$ cat config.mk
export PLATFORM = sky130hd
export DESIGN_NAME = serial_adder_flat
export DESIGN_NICKNAME = d
export VERILOG_FILES = /design/src/rtl/serial_adder_if.sv /design/src/rtl/serial_adder.sv /design/src/flat_wrapper.sv
export SDC_FILE = /design/constraint.sdc
export NUM_CORES = 1
export LEC_CHECK = 0
export ABC_AREA = 1
export BUFFER_PORTS_ARGS = -buffer_cell sky130_fd_sc_hd__buf_2
export CORE_UTILIZATION = 43
export DETAILED_ROUTE_END_ITERATION = 10
export HOLD_SLACK_MARGIN = 0.12
export PLACE_DENSITY = 0.67
export SLEW_MARGIN = 20
export SYNTH_ARGS = -nofsm -noshare
export SYNTH_HDL_FRONTEND = slang
export SYNTH_SLANG_ARGS = --single-unit
$ cat constraint.sdc
create_clock -name Clk -period 1.8 [get_ports Clk]
set_clock_uncertainty 0.1 [all_clocks]
set_input_delay 0.36 -clock Clk [delete_from_list [all_inputs] [get_ports Clk]]
set_output_delay 0.36 -clock Clk [all_outputs]
set_load 0.01 [all_outputs]
$ cat src/rtl/serial_adder_if.sv
// serial_adder_if: request/result bundle of the serial adder.
// The master drives the operation, the slave returns status and result.
interface serial_adder_if #(
    parameter int WIDTH = 8
);
    logic             Start;
    logic [WIDTH-1:0] A;
    logic [WIDTH-1:0] B;
    logic             CarryIN;
    logic             Sub;
    logic             Busy;
    logic             Done;
    logic [WIDTH-1:0] Sum;
    logic             CarryOUT;
    logic             Overflow;

    modport master (
        output Start, A, B, CarryIN, Sub,
        input  Busy, Done, Sum, CarryOUT, Overflow
    );

    modport slave (
        input  Start, A, B, CarryIN, Sub,
        output Busy, Done, Sum, CarryOUT, Overflow
    );
endinterface

$ cat src/rtl/serial_adder.sv
// serial_adder: multi-cycle add/subtract, DIGIT bits per clock.
// Result, carry/borrow and overflow are held until the next completion.
module serial_adder #(
    parameter int WIDTH = 8,
    parameter int DIGIT = 1
) (
    input logic          Clk,
    input logic          Reset_n,
    serial_adder_if.slave bus
);
    if (WIDTH < 1 || DIGIT < 1 || (WIDTH % DIGIT) != 0) begin : g_bad_params
        $error("serial_adder: WIDTH must be a positive multiple of DIGIT");
    end

    localparam int N  = WIDTH / DIGIT;
    localparam int CW = (N > 1) ? $clog2(N) : 1;
    localparam int DW = DIGIT + 1;

    typedef enum logic [1:0] {
        S_IDLE,
        S_RUN,
        S_DONE
    } state_t;

    state_t           state_q, state_d;
    logic [WIDTH-1:0] a_q, a_d;
    logic [WIDTH-1:0] b_q, b_d;
    logic [WIDTH-1:0] res_q, res_d;
    logic [CW-1:0]    cnt_q, cnt_d;
    logic             c_q, c_d;
    logic             sub_q, sub_d;
    logic             amsb_q, amsb_d;
    logic             bmsb_q, bmsb_d;
    logic [WIDTH-1:0] sum_q, sum_d;
    logic             cout_q, cout_d;
    logic             ovf_q, ovf_d;

    logic [DW-1:0]    dsum;
    logic [WIDTH-1:0] res_nx;

    // Next-state, digit datapath and result capture
    always_comb begin
        state_d = state_q;
        a_d     = a_q;
        b_d     = b_q;
        res_d   = res_q;
        cnt_d   = cnt_q;
        c_d     = c_q;
        sub_d   = sub_q;
        amsb_d  = amsb_q;
        bmsb_d  = bmsb_q;
        sum_d   = sum_q;
        cout_d  = cout_q;
        ovf_d   = ovf_q;

        dsum   = {1'b0, a_q[DIGIT-1:0]}
               + {1'b0, b_q[DIGIT-1:0]}
               + DW'(c_q);
        res_nx = WIDTH'({dsum[DIGIT-1:0], res_q} >> DIGIT);

        unique case (state_q)
            S_IDLE, S_DONE: begin
                state_d = S_IDLE;
                if (bus.Start) begin
                    state_d = S_RUN;
                    a_d     = bus.A;
                    b_d     = bus.Sub ? ~bus.B : bus.B;
                    c_d     = bus.Sub ^ bus.CarryIN;
                    sub_d   = bus.Sub;
                    amsb_d  = bus.A[WIDTH-1];
                    bmsb_d  = bus.Sub ^ bus.B[WIDTH-1];
                    res_d   = '0;
                    cnt_d   = '0;
                end
            end
            S_RUN: begin
                a_d   = a_q >> DIGIT;
                b_d   = b_q >> DIGIT;
                c_d   = dsum[DIGIT];
                res_d = res_nx;
                cnt_d = cnt_q + CW'(1);
                if (cnt_q == CW'(N - 1)) begin
                    state_d = S_DONE;
                    sum_d   = res_nx;
                    cout_d  = sub_q ^ dsum[DIGIT];
                    ovf_d   = (amsb_q == bmsb_q)
                           && (res_nx[WIDTH-1] != amsb_q);
                end
            end
            default: state_d = S_IDLE;
        endcase
    end

    // State and datapath registers; reset aborts any operation
    always_ff @(posedge Clk or negedge Reset_n) begin
        if (!Reset_n) begin
            state_q <= S_IDLE;
            a_q     <= '0;
            b_q     <= '0;
            res_q   <= '0;
            cnt_q   <= '0;
            c_q     <= 1'b0;
            sub_q   <= 1'b0;
            amsb_q  <= 1'b0;
            bmsb_q  <= 1'b0;
            sum_q   <= '0;
            cout_q  <= 1'b0;
            ovf_q   <= 1'b0;
        end else begin
            state_q <= state_d;
            a_q     <= a_d;
            b_q     <= b_d;
            res_q   <= res_d;
            cnt_q   <= cnt_d;
            c_q     <= c_d;
            sub_q   <= sub_d;
            amsb_q  <= amsb_d;
            bmsb_q  <= bmsb_d;
            sum_q   <= sum_d;
            cout_q  <= cout_d;
            ovf_q   <= ovf_d;
        end
    end

    assign bus.Busy     = (state_q == S_RUN);
    assign bus.Done     = (state_q == S_DONE);
    assign bus.Sum      = sum_q;
    assign bus.CarryOUT = cout_q;
    assign bus.Overflow = ovf_q;
endmodule

$ cat src/flat_wrapper.sv
// flat-port wrapper written by rule: the top's interface ports become plain ports
module serial_adder_flat 
#(
    parameter int WIDTH = 8,
    parameter int DIGIT = 1
)
  (Clk, Reset_n, bus_Start, bus_A, bus_B, bus_CarryIN, bus_Sub, bus_Busy, bus_Done, bus_Sum, bus_CarryOUT, bus_Overflow);
  serial_adder_if #(.WIDTH(WIDTH)) bus_i ();
  input logic Clk;
  input logic Reset_n;
  input wire logic [$bits(bus_i.Start)-1:0] bus_Start;
  input wire logic [$bits(bus_i.A)-1:0] bus_A;
  input wire logic [$bits(bus_i.B)-1:0] bus_B;
  input wire logic [$bits(bus_i.CarryIN)-1:0] bus_CarryIN;
  input wire logic [$bits(bus_i.Sub)-1:0] bus_Sub;
  output wire logic [$bits(bus_i.Busy)-1:0] bus_Busy;
  output wire logic [$bits(bus_i.Done)-1:0] bus_Done;
  output wire logic [$bits(bus_i.Sum)-1:0] bus_Sum;
  output wire logic [$bits(bus_i.CarryOUT)-1:0] bus_CarryOUT;
  output wire logic [$bits(bus_i.Overflow)-1:0] bus_Overflow;
  assign bus_i.Start = bus_Start;
  assign bus_i.A = bus_A;
  assign bus_i.B = bus_B;
  assign bus_i.CarryIN = bus_CarryIN;
  assign bus_i.Sub = bus_Sub;
  assign bus_Busy = bus_i.Busy;
  assign bus_Done = bus_i.Done;
  assign bus_Sum = bus_i.Sum;
  assign bus_CarryOUT = bus_i.CarryOUT;
  assign bus_Overflow = bus_i.Overflow;
  serial_adder #(.WIDTH(WIDTH), .DIGIT(DIGIT)) u_core (.Clk(Clk), .Reset_n(Reset_n), .bus(bus_i));
endmodule
Word-level counts from Yosys, hierarchy flattened
Index checks and enable logic that the tools add are counted.
{ "classes": {"add_sub_neg": 3, "n_eq_ne": 7, "mux": 14, "n_bitwise": 4, "n_reduce_logical": 7} }
{ "op_table": {"columns": ["op", "n"], "rows": [
  ["$pmux W8 S2", 3],
  ["$mux W8", 4],
  ["$not A8 Y8", 1],
  ["$pmux W3 S2", 1],
  ["$reduce_and A2 Y1", 3],
  ["$pmux W2 S2", 1],
  ["$add A3 B1 Y3 const B", 1],
  ["$eq A3 B3 Y1 const B", 1],
  ["$mux W3", 1],
  ["$xor A1 B1 Y1", 3],
  ["$add A1 B1 Y2", 1],
  ["$add A2 B1 Y2", 1],
  ["$eq A2 B1 Y1 const B", 1],
  ["$eq A2 B2 Y1 const B", 1],
  ["$logic_not A2 Y1", 1],
  ["$mux W1", 2],
  ["$mux W2", 1],
  ["$ne A2 B1 Y1 const B", 1],
  ["$ne A2 B2 Y1 const B", 1],
  ["$pmux W1 S2", 1],
  ["$reduce_bool A2 Y1", 1],
  ["$reduce_or A2 Y1", 1],
  ["$eq A1 B1 Y1", 1],
  ["$logic_and A1 B1 Y1", 1],
  ["$ne A1 B1 Y1", 1]
]} }
{ "totals": {"reg_bits": 43, "inputBits": 21} }

Depth between registers and ports, before layout
Gate-level depths: netlist of the first run.
{ "logic_depth": {"word_depth": 4, "ltp_mapped": 7} }

Worst setup path before layout of the first run
No wires, ideal clock.
{ "synth_timing": {"path_kind": "register to register", "start": "register u_core.c_q", "end": "register u_core.ovf_q (netlist: u_core.bus.Overflow)", "t_arrival_ns": 1.145, "required_ns": 1.584, "setup_slack_ns": 0.439, "path_stages_with_launch": 8, "path_buffers": 0, "cell_sequence": "dfrtp_1 > inv_1 > fa_1 > nor2_1 > nand2_1 > nand2_1 > nand2_1 > nand2_1"} }
{ "synth_between": {"elab_chain_len": 3} }
{ "synth_lines": {"columns": ["element", "line_no", "rtl"], "rows": [
  ["start, declared", "serial_adder.sv:30", "logic c_q, c_d;"],
  ["start signal, assigned", "serial_adder.sv:102", "c_q <= 1'b0;"],
  ["start signal, assigned", "serial_adder.sv:115", "c_q <= c_d;"],
  ["$add A2 B1 Y2", "serial_adder.sv:58", "+ DW'(c_q);"],
  ["$ne A1 B1 Y1", "serial_adder.sv:87", "&& (res_nx[WIDTH-1] != amsb_q);"],
  ["$logic_and A1 B1 Y1", "serial_adder.sv:87", null],
  ["end signal, assigned", "serial_adder.sv:121", "ovf_q <= ovf_d;"],
  ["end, declared", "serial_adder.sv:36", "logic ovf_q, ovf_d;"]
]} }
Every way passes these cells.
A chain may end at the register's enable or synchronous reset.

Worst setup path after layout of the first run
{ "layout_timing": {"start": "register u_core.state_q[1]", "end": "output port bus_Busy"} }
{ "layout_between": {"elab_chain_len": 1} }
{ "layout_lines": {"columns": ["element", "line_no", "rtl"], "rows": [
  ["start, declared", "serial_adder.sv:25", "state_t state_q, state_d;"],
  ["start signal, assigned", "serial_adder.sv:110", "state_q <= state_d;"],
  ["$eq A2 B1 Y1", "serial_adder.sv:125", "assign bus.Busy = (state_q == S_RUN);"],
  ["end, declared", "flat_wrapper.sv:16", "output wire logic [$bits(bus_i.Busy)-1:0] bus_Busy;"]
]} }
Every way passes these cells.

==> impl_metrics.yaml, run 1 <==
clock_tree:
  cts_sinks: 42
  clk_latency_ps: 300
  htree_levels: 2
  cts_buffers: 5
  clockBufferDepth: 2
  cts.clk_slew.worst_paths_ps: 80
  cts_root_buf: "clkbuf_8"
  cts_tree: "yes"
  cts_setup_buffers: 0
min_path:
  holdCritPathClass: "in2reg"
sta:
  slew-limit-headroom_pct: 72.3
  worstMarginPinSlew_ps: 416
  period_needed_ps: 1630
  finalMaxSlewViolations: 0
  tns_ps: 0
  finalSetupViolations: 0
  finalHoldViolCount: 0
  rsz0062_at_grt: "no"
  finalCritPeriodShare_pct: 90.4
  fmax_ghz: 0.615
worst_setup_path:
  cp.required_ps: 1340
  crit_path_max_fanout: 11
  worstSetupStartpointType: "flip-flop"
  worstPathArrival_ps: 1170
  cp-end-kind: "primary output"
  worstSetupPathType: "reg2out"
cells_and_area:
  final_common_cell: "nand2_1"
  final_core_util_pct: 53.5
  syn_to_final_growth_pct: 18.7
  final_nets: 313
  n_antenna_cell: 0
  final_cell_mix: "nand2_1, dfrtp_1, nand3_1"
  n_fill_cell: 432
  drive_above_1_share_pct: 19.3
synthesis:
  ys_warn_count: 0
  avgSynthCellArea_sq_um: 7.90
  synth.area.top_cells: "dfrtp_1, nand2_1, nand3_1"
  yosysSeqAreaShare_pct: 52.8
  ys_types: 18
  synth-seq-cells: 42
  synthCells: 252
  synth_nets: 276
  yosysTopAreaCell: "dfrtp_1"
  synth_top_area_share_pct: 52.8
  syn_area_sq_mm: 0.00199
routing:
  vias: 1610
  wl_per_cell_microns: 11.1
  wl_microns: 3800
  first_pass_iters: 4
  viasPerCell: 4.71
  ant_nets: 0
  drtIter0Drc: 90
  drc_errors: 0
power_and_ir_drop:
  finalPower_w: 0.00408
  ir_worst_vdd_mv: 0.578
  powerDensity_mw_per_mm2: 1730
  p_leak_nw: 1.34
outcome:
  status: "finished clean"
run:
  cap_violations: 0
placement:
  dp_hpwl_microns: 2640
  place.gp.congestion: 0.770
  port_buffers: 32
global_route:
  antenna_found_initial: 0
  grt_pass1_wl_microns: 6820
  grt.overflow.total: 0
  grt_start_max_net_pins: 27
  grt_usage_pct: 17.5
  grt_pass1_vias: 1575
floorplanning:
  fp.dieArea_sq_mm: 0.00491
  row_count: 24
  initial_utilization_pct: 45.1
  core_area_sq_mm: 0.00441
  die_x_microns: 70.1
  fp.dieH_microns: 70.1
  num_io_pins: 33
-- per-stage QoR --
step | area [sq um] | hold slack (ps) | std cells | setup WS, ps
5_1_grt | 2360 | 209 | 342 | 108
3_3_place_gp | 2210 | 215 | 333 | 189
4_1_cts | 2360 | 197 | 342 | 142
3_5_place_dp | 2210 | 219 | 333 | 115
6_report | 2360 | 203 | 342 | 173
2_1_floorplan | 1990 | -35.6 | 252 | 439
-- cells in the mapped netlist (all sizes together) --
library cell	instances
a21oi	1
inv	27
nand2	118
nor2	6
ha	2
o21ai	3
clkinv	1
dfrtp	42
buf	10
nand3	40
fa	1
xnor2	1
-- final timing paths --
check                                                   to                     startpoint  cells past startpoint  slack, ps
setup / recovery                                  bus_Busy  u_core.state_q[1]$_DFFE_PN0P_                      2        170
hold reg to reg              u_core.bus.Sum[7]$_DFFE_PN0P_  u_core.bus.Sum[7]$_DFFE_PN0P_                      2        370
setup reg to reg           u_core.bus.Overflow$_DFFE_PN0P_         u_core.c_q$_DFFE_PN0P_                      7        350
hold / removal                   u_core.amsb_q$_DFFE_PN0P_                       bus_A[7]                      3        200
min in group asynchronous        u_core.a_q[2]$_DFFE_PN0P_                        Reset_n                      2        420
max in group asynchronous    u_core.bus.Sum[6]$_DFFE_PN0P_                        Reset_n                      3        710
-- registers in the layout, summed over array words and instances (netlist names), 2 cells and up --
signal and count:
u_core.a_q 8, u_core.b_q 8, u_core.bus.Sum 8, u_core.cnt_q 3, u_core.res_q 7, u_core.state_q 2
-- critical path, cell delays in order, from the launching register on --
cell     delay, ps
dfrtp_1        420
nor2_4         260
buf_2          190
-- logic make-up after synthesis --
logic type,Yosys count,synth area share [%]
flip-flops,42,52.8
buffers and inverters,38,8.98
XOR/XNOR,1,0.440
AO/OA/AOI/OAI,4,1.00
AND/OR/NAND/NOR,164,34.5
adder cells (fa/ha/maj),3,2.26
-- power by group --
group          total, W  switching [W]  leakage, nW  internal (W)
sequential      0.00160       0.000230        0.528       0.00137
combinational   0.00158       0.000968        0.748      0.000616
clock          0.000895       0.000339       0.0683      0.000556
total           0.00408        0.00154         1.34       0.00255
-- layer usage --
metal | share of wire [%] | up-vias | GRT usage [%]
met5 | 0 | - | 0
met3 | 4.4 | 4 | 4.76
met2 | 47 | 38 | 29.1
met1 | 47 | 719 | 21.9
met4 | 0.84 | 0 | 6.00
li1 | - | 849 | -
-- repair_timing --
| item | 4_1_cts | 5_1_grt |
|---|---|---|
| hold endpoints to repair | 16 | 0 |
| gates resized for setup | 2 | 0 |
| hold buffers | 1 | 0 |
| setup endpoints to repair | 1 | 0 |
-- cell type report --
cell class	instances	area, sq um	share of cell area, %
clock buffer	5	68.8	2.91
inverter	28	105	4.45
clock inverter	3	68.8	2.91
sequential	42	1050	44.5
multi-input combinational	172	769	32.6
tap	52	65.1	2.75
timing repair buffer	40	235	9.95
(Power assumes the default switching activity.)
==> run 2, diff against run 1 <==
--- a/config.mk
+++ b/config.mk
@@ -13,3 +13,3 @@
 export PLACE_DENSITY = 0.67
-export SLEW_MARGIN = 20
+export SLEW_MARGIN = 0
 export SYNTH_ARGS = -nofsm -noshare
==> constraint.sdc (replaced) <==
create_clock -name Clk -period 1.8 [get_ports Clk]
set_clock_uncertainty 0.1 [all_clocks]
set_input_delay 0.18 -clock Clk [delete_from_list [all_inputs] [get_ports Clk]]
set_output_delay 0.18 -clock Clk [all_outputs]
set_load 0.01 [all_outputs]
==> run 2 against run 1 <==
Net effect: first-iteration DRC count up 20%; largest power group unchanged; power barely moved; critical path type unchanged; flip-flop and latch count is the same; critical path depth unchanged.
==> impl_metrics.yaml, run 2 (same netlist as run 1, synthesis figures left out) <==
worst_setup_path:
  crit_path_max_fanout: 11
  reg2reg_slack_ps: 310
  r2r-start: "u_core.state_q[0]$_DFFE_PN0P_"
  worstPathArrival_ps: 1300
  worstSetupStartpointType: "flip-flop"
  rr_endpoint: "u_core.res_q[6]$_DFFE_PN0P_"
  cp.required_ps: 1520
  cp-end-kind: "primary output"
  r2r_cells: 7
  worstSetupPathType: "reg2out"
cells_and_area:
  drive_above_1_share_pct: 17.8
  final_nets: 327
  syn_to_final_growth_pct: 25.1
  multi_input_area_sq_um: 764
  final_cell_area_sq_mm: 0.00249
  final_cell_mix: "nand2_1, dfrtp_1, nand3_1"
  n_antenna_cell: 0
  n_fill_cell: 404
  final_common_cell: "nand2_1"
  regArea_sq_mm: 0.00105
clock_tree:
  cts_root_buf: "clkbuf_8"
  clk_latency_ps: 300
  cts.clk_slew.worst_paths_ps: 90
  htree_levels: 2
  cts_tree: "yes"
  cts_buffers: 5
  clockBufferDepth: 2
  cts_setup_buffers: 0
  cts_sinks: 42
floorplanning:
  initial_utilization_pct: 45.1
  die_x_microns: 70.1
  row_count: 24
  num_io_pins: 33
  fp.dieArea_sq_mm: 0.00491
  fp.dieH_microns: 70.1
  core_area_sq_mm: 0.00441
global_route:
  grt_pass1_vias: 1584
  grt_usage_pct: 17.5
  grt.overflow.total: 0
  grt_start_max_net_pins: 43
  grt_pass1_wl_microns: 6840
  antenna_found_initial: 0
outcome:
  status: "finished clean"
min_path:
  worstHoldStart: "bus_A[0]"
  holdPathEnd: "u_core.a_q[0]$_DFFE_PN0P_"
  holdPathStages: 5
  holdCritPathClass: "in2reg"
sta:
  tns_ps: 0
  slew-limit-headroom_pct: 65.1
  period_needed_ps: 1580
  finalMaxSlewViolations: 0
  fmax_ghz: 0.632
  worstMarginPinSlew_ps: 523
  finalSetupViolations: 0
  rsz0062_at_grt: "no"
  finalHoldViolCount: 0
  setup_slack_ps: 217
  finalCritPeriodShare_pct: 87.9
  whs_ps: 129
routing:
  wl_per_cell_microns: 10.9
  first_pass_iters: 4
  drc_errors: 0
  vias: 1665
  ant_nets: 0
  drtIter0Drc: 108
  viasPerCell: 4.68
  wl_microns: 3870
run:
  cap_violations: 0
power_and_ir_drop:
  finalPower_w: 0.00408
  ir_worst_vdd_mv: 0.642
  powerDensity_mw_per_mm2: 1640
  p_leak_nw: 1.40
placement:
  place_ws_ps: 199
  dp_hpwl_microns: 2520
  placed_area_sq_mm: 0.00218
  place.gp.congestion: 0.750
  port_buffers: 32
-- run 2: changes by cell type in the layout (fill, tap and decap cells not counted) --
cell / previous run / this run
buf_12: 1 / 0
buf_4: 6 / 5
nor2_2: 0 / 1
dlygate4sd3_1: 1 / 17
nor2_4: 2 / 1
-- run 2: per-layer routing --
metal,wire length (microns),track usage (%),vias up
li1,-,-,873
met1,1940,22.9,760
met2,1750,28.5,27
met3,127,4.33,5
met4,57,6.00,0
met5,0,0,-
-- run 2: cell type report --
class / count / share of cell area [%]
Clock buffer: 5 / 2.76
Clock inverter: 3 / 2.76
Inverter: 28 / 4.22
Multi-Input combinational cell: 172 / 30.7
Sequential cell: 42 / 42.2
Tap cell: 52 / 2.61
Timing Repair Buffer: 54 / 14.8
-- run 2: timing repair --
action,4_1_cts,5_1_grt
hold buffers,17,0
endpoints found under the setup margin,0,1
resized for setup,0,1
endpoints found under the hold margin,59,0
-- run 2: how the worst max path moves through the flow --
stage / startpoint / depth (start not counted) / to
floorplan: u_core.c_q$_DFFE_PN0P_ / 7 / u_core.bus.Overflow$_DFFE_PN0P_
global placement: u_core.state_q[1]$_DFFE_PN0P_ / 4 / u_core.bus.CarryOUT$_DFFE_PN0P_
detailed placement: u_core.state_q[1]$_DFFE_PN0P_ / 4 / u_core.bus.CarryOUT$_DFFE_PN0P_
CTS: u_core.state_q[1]$_DFFE_PN0P_ / 2 / bus_Busy
global route: u_core.state_q[1]$_DFFE_PN0P_ / 2 / bus_Busy
finish: u_core.state_q[1]$_DFFE_PN0P_ / 2 / bus_Busy
-- run 2: through the flow --
stage / instances / util, %
final: 356 / 56.4
after global routing: 356 / 56.4
after CTS: 356 / 56.4
after detailed placement: 331 / 49.4
after global placement: 331 / 49.4
after floorplan: 252 / -
-- run 2: worst max-delay path: stages (launching register included) --
cell	delay [ps]
dfrtp_1	400
nor2_2	380
buf_2	220
-- run 2: where the power goes --
group / internal [W] / total, W / switching (W)
registers: 0.00137 / 0.00161 / 0.000236
logic: 0.000622 / 0.00158 / 0.000961
clock network: 0.000556 / 0.000887 / 0.000331
